===== config.mk =====
export PLATFORM = sky130hd
export DESIGN_NAME = nibble_mayor_ventana
export DESIGN_NICKNAME = d
export VERILOG_FILES = /design/src/rtl/nibble_mayor_ventana.sv
export SDC_FILE = /design/constraint.sdc
export NUM_CORES = 1
export LEC_CHECK = 0
export CORE_MARGIN = 2
export CORE_UTILIZATION = 29
export CTS_CLUSTER_DIAMETER = 120
export DETAILED_ROUTE_END_ITERATION = 8
export GPL_TIMING_DRIVEN = 0
export SLEW_MARGIN = 20
export SYNTH_ARGS = -nofsm -noshare
export SYNTH_HDL_FRONTEND = slang
export SYNTH_SLANG_ARGS = --single-unit

===== constraint.sdc =====
create_clock -name clk -period 2.6 [get_ports clk]
set_input_delay 0.78 -clock clk [delete_from_list [all_inputs] [get_ports clk]]
set_output_delay 0.78 -clock clk [all_outputs]
set_load 0.005 [all_outputs]

===== src/rtl/nibble_mayor_ventana.sv =====
// Frame-maximum tracker: groups accepted nibbles into frames, reports the max, its first index and length.
// Optional tie counter built when NIBBLE_VENTANA_TIES_EN is defined; otherwise out_ties is constant 0.
module nibble_mayor_ventana #(
    parameter int FRAME_LEN = 8,
    parameter int IDX_W     = 3
) (
    input  logic             clk,
    input  logic             reset,
    input  logic             in_valid,
    input  logic [3:0]       in_nibble,
    input  logic             frame_flush,
    output logic             in_ready,
    output logic             out_valid,
    input  logic             out_ready,
    output logic [3:0]       out_max,
    output logic [IDX_W-1:0] out_idx,
    output logic [IDX_W:0]   out_len,
    output logic [IDX_W:0]   out_ties
);

    typedef enum logic {
        ACUM    = 1'b0,
        ENTREGA = 1'b1
    } state_t;

    localparam logic [IDX_W:0] CNT_ONE  = (IDX_W + 1)'(1);
    localparam logic [IDX_W:0] CNT_LAST = (IDX_W + 1)'(FRAME_LEN - 1);

    state_t            state;
    state_t            state_next;
    logic [IDX_W:0]    count;
    logic [3:0]        acc_max;
    logic [IDX_W-1:0]  acc_idx;

    logic              accept;
    logic              close;
    logic              take;
    logic [IDX_W:0]    count_inc;
    logic [IDX_W:0]    len_final;
    logic [3:0]        max_next;
    logic [IDX_W-1:0]  idx_next;

    logic [3:0]        out_max_q;
    logic [IDX_W-1:0]  out_idx_q;
    logic [IDX_W:0]    out_len_q;

`ifdef NIBBLE_VENTANA_TIES_EN
    logic [IDX_W:0]    acc_ties;
    logic [IDX_W:0]    ties_next;
    logic [IDX_W:0]    out_ties_q;
`endif

    // Handshake flags come from the state register; reset only masks them while held low.
    assign in_ready  = (state == ACUM) && reset;
    assign out_valid = (state == ENTREGA) && reset;
    assign accept    = in_valid && in_ready;
    assign take      = out_valid && out_ready;
    assign count_inc = count + CNT_ONE;

    // NOTE: every signal written here gets a default first so no latch can be inferred.
    always_comb begin
        max_next   = acc_max;
        idx_next   = acc_idx;
`ifdef NIBBLE_VENTANA_TIES_EN
        ties_next  = acc_ties;
`endif
        close      = 1'b0;
        len_final  = count;
        state_next = state;

        if (accept) begin
            len_final = count_inc;
            if (count == '0) begin
                max_next = in_nibble;
                idx_next = '0;
`ifdef NIBBLE_VENTANA_TIES_EN
                ties_next = CNT_ONE;
`endif
            end else if (in_nibble > acc_max) begin
                max_next = in_nibble;
                idx_next = count[IDX_W-1:0];
`ifdef NIBBLE_VENTANA_TIES_EN
                ties_next = CNT_ONE;
`endif
            end else if (in_nibble == acc_max) begin
`ifdef NIBBLE_VENTANA_TIES_EN
                ties_next = acc_ties + CNT_ONE;
`endif
            end
        end

        unique case (state)
            ACUM: begin
                if (accept)
                    close = (count == CNT_LAST) || frame_flush;
                else
                    close = frame_flush && (count != '0) && reset;
                if (close)
                    state_next = ENTREGA;
            end
            ENTREGA: begin
                if (take)
                    state_next = ACUM;
            end
            default: state_next = ACUM;
        endcase
    end

    // NOTE: sequential state uses non-blocking assignments so every register samples pre-edge values.
    always_ff @(posedge clk) begin
        if (!reset) begin
            state     <= ACUM;
            count     <= '0;
            acc_max   <= '0;
            acc_idx   <= '0;
            out_max_q <= '0;
            out_idx_q <= '0;
            out_len_q <= '0;
`ifdef NIBBLE_VENTANA_TIES_EN
            acc_ties   <= '0;
            out_ties_q <= '0;
`endif
        end else begin
            state <= state_next;

            if (accept)
                count <= count_inc;
            else if (take)
                count <= '0;

            if (accept) begin
                acc_max <= max_next;
                acc_idx <= idx_next;
`ifdef NIBBLE_VENTANA_TIES_EN
                acc_ties <= ties_next;
`endif
            end

            // Results persist after the handoff until the next frame closes.
            if (close) begin
                out_max_q <= max_next;
                out_idx_q <= idx_next;
                out_len_q <= len_final;
`ifdef NIBBLE_VENTANA_TIES_EN
                out_ties_q <= ties_next;
`endif
            end
        end
    end

    assign out_max = out_max_q;
    assign out_idx = out_idx_q;
    assign out_len = out_len_q;

`ifdef NIBBLE_VENTANA_TIES_EN
    assign out_ties = out_ties_q;
`else
    assign out_ties = '0;
`endif

endmodule


==> results of run 1 <==
[metal layers]
metal	wire length, µm	GRT usage [%]
met1	1120	15.83
met2	1059	17.95
met3	120	3.333
met4	11	2.296
met5	0	0
[layout make-up]
type	count	area, µm²	area share [%]
multi-input cells	88	626.9	41.78
flip-flops and latches	23	460.4	30.69
repair buffers	21	205.2	13.68
plain buffers	10	72.57	4.837
well taps	50	62.56	4.170
clock buffers	3	41.29	2.752
inverters	7	26.28	1.751
clock inverters	1	5.005	0.3336
[what timing repair did]
action / 4_1_cts / 5_1_grt
endpoints found under the hold margin: 0 / 0
hold buffers: 0 / 0
setup endpoints to repair: 2 / 1
pin swaps: 0 / 0
gates resized for setup: 4 / 1
[power by group]
group / leakage [nW] / total (W) / internal (W) / switching [W]
combinational: 0.396 / 0.000119 / 0.0000635 / 0.0000555
clock: 0.0255 / 0.000224 / 0.000107 / 0.000117
sequential: 0.187 / 0.000374 / 0.000365 / 0.00000942
total: 0.608 / 0.000718 / 0.000535 / 0.000182
[through the flow]
stage | setup slack (ns) | util, % | TNS (ns) | hold slack [ns] | cell area [µm²]
after floorplan | 0.5142 | - | 0 | 0.4679 | 1179
after global placement | -0.3862 | 36.81 | -1.224 | 0.4660 | 1451
after detailed placement | -0.3918 | 36.81 | -1.377 | 0.4746 | 1451
after CTS | 0.008665 | 38.18 | 0 | 0.4900 | 1505
after global routing | 0.008021 | 38.05 | 0 | 0.5304 | 1500
final | 0.1677 | 38.05 | 0 | 0.4813 | 1500
[how the worst min path moves through the flow]
stage,to,startpoint,slack [ns],cells past startpoint
finish,out_idx[1],out_idx[1],0.48,2
global route,out_max[1],out_max[1],0.53,2
CTS,out_idx[1],out_idx[1],0.49,2
detailed placement,out_idx[1],out_idx[1],0.47,2
global placement,out_max[0],out_max[0],0.47,2
floorplan,out_max[1],out_max[1],0.47,2
[synth_stat cells]
cell type,instances
a21oi_1,9
a22oi_1,3
a31o_2,1
a31oi_4,1
and2_1,1
and3_1,1
and3b_1,1
and4b_2,1
buf_2,1
buf_4,5
buf_6,2
clkbuf_1,2
conb_1,1
dfxtp_1,23
ha_1,7
inv_1,7
mux2i_1,5
nand2_1,7
nand3_1,7
nand4_1,2
nor2_1,1
nor2b_1,13
nor3b_1,1
o211a_1,3
o211ai_1,2
o21a_1,1
o21ai_0,11
o21ai_1,1
o221a_4,1
o221ai_1,1
or3b_4,1
xor2_1,2
[registers in the layout, indices dropped and copies added (netlist names)]
| name | count |
|---|---|
| acc_idx | 3 |
| acc_max | 4 |
| count | 4 |
| out_idx | 3 |
| out_len | 4 |
| out_max | 4 |
| state | 1 |
[worst max-delay path, stage by stage]
cell and delay (ns):
clkdlybuf4s50_1 0.44, ha_1 0.31, nor2b_1 0.13, o211ai_1 0.36, a31oi_4 0.20, mux2i_1 0.26, o21ai_0 0.10
[logic make-up after synthesis]
family                   synth area share [%]
adder cells (fa/ha/maj)                 7.502
flip-flops                              39.44
XOR/XNOR                                1.501
other                                  0.3212
AND/OR/NAND/NOR                         18.01
buffers and inverters                   8.468
AO/OA/AOI/OAI                           20.47
multiplexers                            4.287
==> results by group, run 1 <==
Routing
  • Routed vias/inst: approximately 4.6
  • Total vias in the final route: approximately 930
  • Antenna Nets Post-Route: 0
  • Drt first-iter violations: 36
  • First-pass detailed-route iteration total: 4
  • Routed len/inst: between 10 and 15 µm
  • WL final: 2311 µm
  • Post-route DRC: 0

Timing
  • Setup violations, final: 0
  • RSZ-0062 raised after global routing: no
  • Max Transition Viols Final: 0
  • Final period util: around 94%
  • Worst clock skew: between 0.001 and 0.0015 ns
  • Final Hold Viols: 0
  • Minimum clock period: approximately 2.4 ns
  • Max Fclk: around 410 MHz

Placed design
  • Hpwl dp: about 1800 µm
  • RD Place Congestion: ~0.8
  • Port Buffers: 21
  • Placed cell count: around 200

CTS
  • CTS Root Cell: clkbuf_8
  • Sink Count: 23
  • Postcts setup bufs: 0
  • CTS Buf Count: 3
  • H-tree Lvls: 1
  • Clock buffer depth: 2
  • TritonCTS clock tree: built
  • Clk Latency, worst-skew pair: ~0.26 ns
  • Worst-path clk slew: roughly 0.08 ns

Logic synthesis
  • Cell taking the most area after synthesis: dfxtp_1
  • Top-area cell type share of the netlist area: just under 40%
  • Synth Instances: between 100 and 150
  • Syn. warnings: 0
  • Top cells by area, synth: dfxtp_1 39%, ha_1 7.5%, nor2b_1 7.0%, o21ai_0 4.7%, mux2i_1 4.3%
  • Register area share after synthesis: between 30% and 40%
  • Seq cells post-synth: 23
  • Synth Cell Area: about 1200 µm²
  • Synth unique cells: 32
  • Synthesized area per cell: approximately 9.3 µm²

Die
  • DIE HEIGHT: just under 70 µm
  • Initial Util: roughly 30%
  • Row Count: 23
  • Die ar.: about 4500 µm²
  • Total core area: 3943 µm²
  • Ports: 26
  • Die width: between 60 and 70 µm

Cells and area
  • Most common cell after layout, fill and taps aside: dfxtp_1
  • Fillers: slightly above 400
  • Layout cells sized above 1: 12.42%
  • Synthesis-to-finish area growth: 28.51%
  • Most frequent cells in the layout: 23 x dfxtp_1, 20 x clkdlybuf4s50_1, 12 x nor2b_1
  • Non-filler cells, final: about 200
  • Antenna cells: 0
  • Nets@finish: 170

Global routing
  • Largest net degree at the start of global routing: 14
  • Vias in the first global route: approximately 840
  • Global route total overflow: 0
  • First-pass GRT wire length: approximately 4000 µm
  • Antenna violations before repair: 0
  • Total GRT Usage: 11.51%

Worst setup path
  • WS Path Type: in2reg
  • Worst r2r src: acc_max[1]
  • Worst reg2reg setup slack: 0.79 ns
  • Critical path data arrival time: 2.59 ns
  • Startpoint Class: input port
  • Worst R2R Path Depth: 7
  • CP startpoint: in_nibble[1]
  • Crit path max fanout: 4
  • WP data required: between 2 and 3 ns
  • Endpoint of the worst register-to-register path: out_max[0]
  • Worst Setup End Kind: flip-flop
  • End of the critical path: out_max[0]

Job
  • Max Cap Violations: 0

Power
  • Pwr Total: ~0.00072 W
  • Worst VDD drop: around 0.0003 V
  • Static Leakage: 0.6081 nW
  • Pwr/cell area: around 480 nW/µm²

Outcome
  • Status: finished clean

Hold path
  • HP Class: reg2reg
(Power assumes the default switching activity.)
==> run 2, diff against run 1 <==
--- a/config.mk
+++ b/config.mk
@@ -6,5 +6,4 @@
 export NUM_CORES = 1
 export LEC_CHECK = 0
-export CORE_MARGIN = 2
 export CORE_UTILIZATION = 29
 export CTS_CLUSTER_DIAMETER = 120
==> constraint.sdc (replaced) <==
create_clock -name clk -period 2.6 [get_ports clk]
set_input_delay 0.26 -clock clk [delete_from_list [all_inputs] [get_ports clk]]
set_output_delay 0.26 -clock clk [all_outputs]
set_load 0.005 [all_outputs]
==> run 2 against run 1 <==
Effect of this change:
- sequential power about the same
- die area fell by 5.8%
- non-clock buffer count is the same
- combinational power is essentially flat
- clock-buffer cell count up 1
- sequential cell count is the same
- setup slack gained 0.48 ns
- first-iteration DRC count fell by 14%
- via count up 3.9%
- cell count down 0.99%
- final area fell by 0.42%
- maximum frequency up 24%
- critical endpoint is now out_max[2]
- largest power group unchanged
==> results by group, run 2 (same netlist as run 1, synthesis figures left out) <==
Timing
  • Final Hold Viols: 0
  • Max Fclk: 511.0 MHz
  • Max Transition Viols Final: 0
  • Minimum clock period: between 1.5 and 2 ns
  • RSZ-0062 raised after global routing: no
  • Final period util: between 70% and 80%
  • Setup violations, final: 0
  • Sum of negative setup slack: 0 ns
  • Worst clock skew: roughly 0.003 ns

Global routing
  • Vias in the first global route: around 890
  • Total GRT Usage: 11.72%
  • Global route total overflow: 0
  • Antenna violations before repair: 0
  • First-pass GRT wire length: ~3900 µm
  • Largest net degree at the start of global routing: 13

Power
  • Worst VDD drop: about 0.00035 V
  • Static Leakage: around 0.60 nW
  • Pwr/cell area: 477.6 nW/µm²

Worst setup path
  • Worst R2R Path Depth: 7
  • WP data required: between 2 and 3 ns
  • Slowest cell on crit path: clkdlybuf4s50_1
  • Critical path data arrival time: between 2 and 2.5 ns
  • Largest delay share family, worst path: compound AO/OA/AOI/OAI gates
  • WS Path Type: in2reg
  • Endpoint of the worst register-to-register path: out_max[2]
  • Worst r2r src: acc_max[1]
  • Worst reg2reg setup slack: roughly 0.75 ns
  • Crit path max fanout: 4
  • Crit-path cells: clkdlybuf4s50_1 -> ha_1 -> nor2b_1 -> o211ai_1 -> a31oi_4 -> mux2i_1 -> o21ai_0
  • Startpoint Class: input port
  • WP buf/inv: 1
  • Crit path largest cell delay: between 0.4 and 0.5 ns
  • Worst Setup End Kind: flip-flop

Cells and area
  • Nets@finish: between 150 and 200
  • Most common cell after layout, fill and taps aside: dfxtp_1
  • Fillers: between 300 and 400
  • Non-filler cells, final: about 200
  • Synthesis-to-finish area growth: 27.97%
  • Layout cells sized above 1: a little over a tenth
  • Area of the multi-input gates: roughly 620 µm²
  • Register Area: between 400 and 500 µm²
  • Most frequent cells in the layout: 23 x dfxtp_1, 21 x clkdlybuf4s50_1, 13 x nor2b_1
  • Antenna cells: 0
  • Post-route cell area: around 1500 µm²

Die
  • Row Count: 22
  • Die ar.: approximately 4300 µm²
  • Initial Util: a little under a third
  • Ports: 26
  • Total core area: between 3000 and 4000 µm²
  • Die width: 65.45 µm
  • DIE HEIGHT: 65.45 µm

Routing
  • Routed vias/inst: roughly 4.8
  • Routed len/inst: approximately 11 µm
  • Antenna Nets Post-Route: 0
  • Total vias in the final route: a little under 1000
  • Post-route DRC: 0
  • Drt first-iter violations: 31
  • WL final: between 2000 and 2500 µm
  • First-pass detailed-route iteration total: 4

Job
  • Max Cap Violations: 0

Hold path
  • HP Class: reg2reg
  • WHS Path Cells: 2
  • Hold Path Sink: out_idx[0]
  • Hold path start: out_idx[0]

Placed design
  • RD Place Congestion: around 0.76
  • Port Buffers: 21
  • Hpwl dp: approximately 1800 µm
  • Placed Area: between 1000 and 1500 µm²
  • Placed cell count: 197

CTS
  • Post-CTS sizing: 0
  • Postcts setup bufs: 0
  • H-tree Lvls: 1
  • Clock buffer depth: 2
  • Clk Latency, worst-skew pair: about 0.26 ns
  • Post-CTS Hold Fix Bufs: 0
  • TritonCTS clock tree: built
  • CTS Root Cell: clkbuf_8
  • Sink Count: 23
  • CTS Buf Count: 3
  • Worst-path clk slew: ~0.08 ns

Outcome
  • Status: finished clean
-- run 2: report_power, final --
part	switching (W)	leakage (nW)	internal (W)	total, W
logic	0.0000556	0.390	0.0000633	0.000119
registers	0.00000898	0.187	0.000365	0.000374
clock network	0.000111	0.0228	0.000109	0.000221
-- run 2: worst max path at each step --
stage	depth (start not counted)	end	startpoint	slack, ns
after detailed placement	7	out_max[2]	in_nibble[1]	0.38
after floorplan	6	out_len[0]	count[0]	0.95
after global routing	7	out_max[0]	in_nibble[1]	0.51
after global placement	7	out_max[2]	in_nibble[1]	0.42
after CTS	7	out_max[2]	in_nibble[1]	0.66
final	7	out_max[2]	in_nibble[1]	0.64
-- run 2: cell type report --
class / instances / area share [%]
plain buffers: 10 / 4.858
clock buffers: 4 / 3.015
inverters: 7 / 1.759
multi-input cells: 88 / 41.46
flip-flops and latches: 23 / 30.82
well taps: 48 / 4.020
repair buffers: 21 / 14.07
-- run 2: layer usage --
| metal | up-vias | part of all wire (%) | global-route usage (%) |
|---|---|---|---|
| met4 | 0 | 0 | 1.630 |
| met3 | 0 | 5.3 | 3.646 |
| met5 | - | 0 | 0 |
| li1 | 488 | - | - |
| met2 | 27 | 50 | 20.36 |
| met1 | 452 | 44 | 14.39 |
-- run 2: through the flow --
| step | setup slack, ns | util [%] | hold WS [ns] | total power, W |
|---|---|---|---|---|
| 2_1_floorplan | 0.9490 | - | 0.3711 | 0.0004520 |
| 3_3_place_gp | 0.4190 | 38.42 | 0.4561 | 0.0004987 |
| 3_5_place_dp | 0.3845 | 38.42 | 0.4614 | 0.0005008 |
| 4_1_cts | 0.6576 | 39.62 | 0.4805 | 0.0007213 |
| 5_1_grt | 0.5062 | 39.62 | 0.5214 | 0.0007482 |
| 6_report | 0.6432 | 39.62 | 0.4793 | 0.0007135 |
-- run 2: tightest hold or removal path, cell delays in order (launching register included) --
cell and delay [ns]:
dfxtp_1 0.31, nand3_1 0.06, o21ai_0 0.06
==> run 3, diff against run 2 <==
- clock period: 2.6 -> 1.85 ns (I/O delays scaled with it)
==> run 3 against run 2 <==
Effect of this change:
- routed wire length is 5.2% higher
- clock-buffer cell count stayed put
- global-route usage stayed put
- sequential power is 40% higher
- sequential share of layout area is 1.3 points lower
- sequential cell count stayed put
- critical path depth is 1 lower
- register-to-register slack worse by 0.67 ns
- largest cell class unchanged
- highest routed layer unchanged
==> results by group, run 3 (same netlist as run 1, synthesis figures left out) <==
Outcome
  • Status: finished clean

Die
  • Initial Util: approximately 31%
  • Die ar.: 4283 µm²
  • Row Count: 22
  • Total core area: between 3000 and 4000 µm²
  • DIE HEIGHT: about 65 µm
  • Ports: 26
  • Die width: ~65 µm

Worst setup path
  • WS Path Type: reg2reg
  • Startpoint Class: flip-flop
  • WP data required: about 2.0 ns
  • Crit-path cells: inv_4 -> ha_4 -> or3b_4 -> a31oi_4 -> mux2i_2 -> o21ai_1
  • Slowest cell on crit path: or3b_4
  • Crit path max fanout: 5
  • Critical path data arrival time: between 1.5 and 2 ns
  • WP buf/inv: 1
  • Crit path largest cell delay: 0.42 ns
  • Largest delay share family, worst path: simple AND/OR/NAND/NOR gates
  • Worst Setup End Kind: flip-flop

Global routing
  • Total GRT Usage: 11.72%
  • Antenna violations before repair: 0
  • Global route total overflow: 0
  • Met1 Use GR: between 10% and 20%
  • Vias in the first global route: roughly 890
  • M2 GR Usage: 20.36%
  • Met3 Use GR: under 10%
  • Largest net degree at the start of global routing: 13
  • Global route hottest layer: met2
  • First-pass GRT wire length: around 3900 µm

Routing
  • Routed len/inst: between 10 and 15 µm
  • Post-route DRC: 0
  • First-pass detailed-route iteration total: 4
  • Antenna Nets Post-Route: 0
  • Drt first-iter violations: 32
  • WL final: ~2400 µm
  • Routed vias/inst: 4.786
  • Total vias in the final route: roughly 990

Placed design
  • Placed cell count: 197
  • Hpwl dp: 1789 µm
  • RD Place Congestion: about 0.76
  • Port Buffers: 21

Timing
  • Max Fclk: roughly 570 MHz
  • RSZ-0062 raised after global routing: yes
  • Worst hold slack: about 0.28 ns
  • Setup violations, final: 0
  • Worst clock skew: 0.004716 ns
  • Max Transition Viols Final: 0
  • Final Hold Viols: 0
  • Minimum clock period: around 1.8 ns
  • Sum of negative setup slack: 0 ns
  • Final period util: a little over nine tenths

Power
  • Register share of total power: ~51%
  • Logic pwr share: a little under a fifth
  • Clk pwr share: 30.0%
  • Pwr/cell area: around 640 nW/µm²
  • Sw Ratio: between 20% and 30%
  • Int Pwr: 0.0007697 W
  • Psw: about 0.00025 W
  • Static Leakage: about 0.65 nW
  • Pwr Total: between 0.001 and 0.0015 W
  • Worst VDD drop: about 0.00052 V

Cells and area
  • Most frequent cells in the layout: 19 x dfxtp_1, 19 x clkdlybuf4s50_1, 13 x nor2b_1
  • Nets@finish: about 180
  • Final Util: between 40% and 50%
  • Antenna cells: 0
  • Non-filler cells, final: slightly above 200
  • Synthesis-to-finish area growth: 36.55%
  • Layout cells sized above 1: approximately 22%

CTS
  • TritonCTS clock tree: built
  • CTS Root Cell: clkbuf_8
  • CTS Buf Count: 3
  • H-tree Lvls: 1
  • Clk Latency, worst-skew pair: 0.26 ns
  • Worst-path clk slew: approximately 0.080 ns
  • Clock buffer depth: 2
  • Sink Count: 23

Hold path
  • HP Class: in2reg

Job
  • Max Cap Violations: 0
-- run 3: through the flow --
| step | instance area [µm²] | worst slack (ns) |
|---|---|---|
| after floorplan | 1179 | 0.1990 |
| after global placement | 1449 | -0.2560 |
| after detailed placement | 1449 | -0.2905 |
| after CTS | 1501 | 0.01012 |
| after global routing | 1594 | -0.02131 |
| final | 1594 | 0.08111 |
-- run 3: worst reg2reg max path, delay by kind of cell, from the launching register on --
| family | cells | cell delay (ns) |
|---|---|---|
| mux | 1 | 0.29 |
| fa+ha+maj | 1 | 0.12 |
| flops | 1 | 0.37 |
| simple gates | 1 | 0.42 |
| buf+inv | 1 | 0.06 |
| compound gates | 2 | 0.39 |
-- run 3: cell type report --
cell class	count	area, µm²
timing repair buffer	26	252.7
fill	380	2177
clock buffer	4	45.04
tap	48	60.06
sequential	23	470.5
inverter	7	31.28
multi-input combinational	88	659.4
buffer	10	75.07
-- run 3: final timing paths --
| path | end | cells after the start | slack (ns) | from |
|---|---|---|---|---|
| worst min-delay path | acc_max[0] | 3 | 0.28 | in_nibble[0] |
| worst max register to register | out_max[0] | 6 | 0.08 | count[0] |
| worst max-delay path | out_max[0] | 6 | 0.08 | count[0] |
| worst min register to register | out_idx[0] | 2 | 0.48 | out_idx[0] |
-- run 3: repair_timing --
item                                    in CTS  in global routing
endpoints found under the setup margin       2                 15
pin swaps                                    1                  5
setup buffers                                1                  4
gates resized for setup                      0                 22
hold buffers                                 0                  0
-- run 3: power groups by stage --
stage / sequential [W] / clock, W / combinational (W)
6_report: 0.000525 / 0.000307 / 0.000191
5_1_grt: 0.000528 / 0.000338 / 0.000212
4_1_cts: 0.000526 / 0.000319 / 0.000172
3_5_place_dp: 0.000537 / 0 / 0.000167
3_3_place_gp: 0.000536 / 0 / 0.000165
2_1_floorplan: 0.000536 / 0 / 0.0000996
-- run 3: layer usage --
layer	share of wire, %	wire length [µm]	vias up
met5	0	0	-
li1	-	-	497
met4	0	0	0
met2	50	1195	26
met3	4.7	112	0
met1	46	1097	463
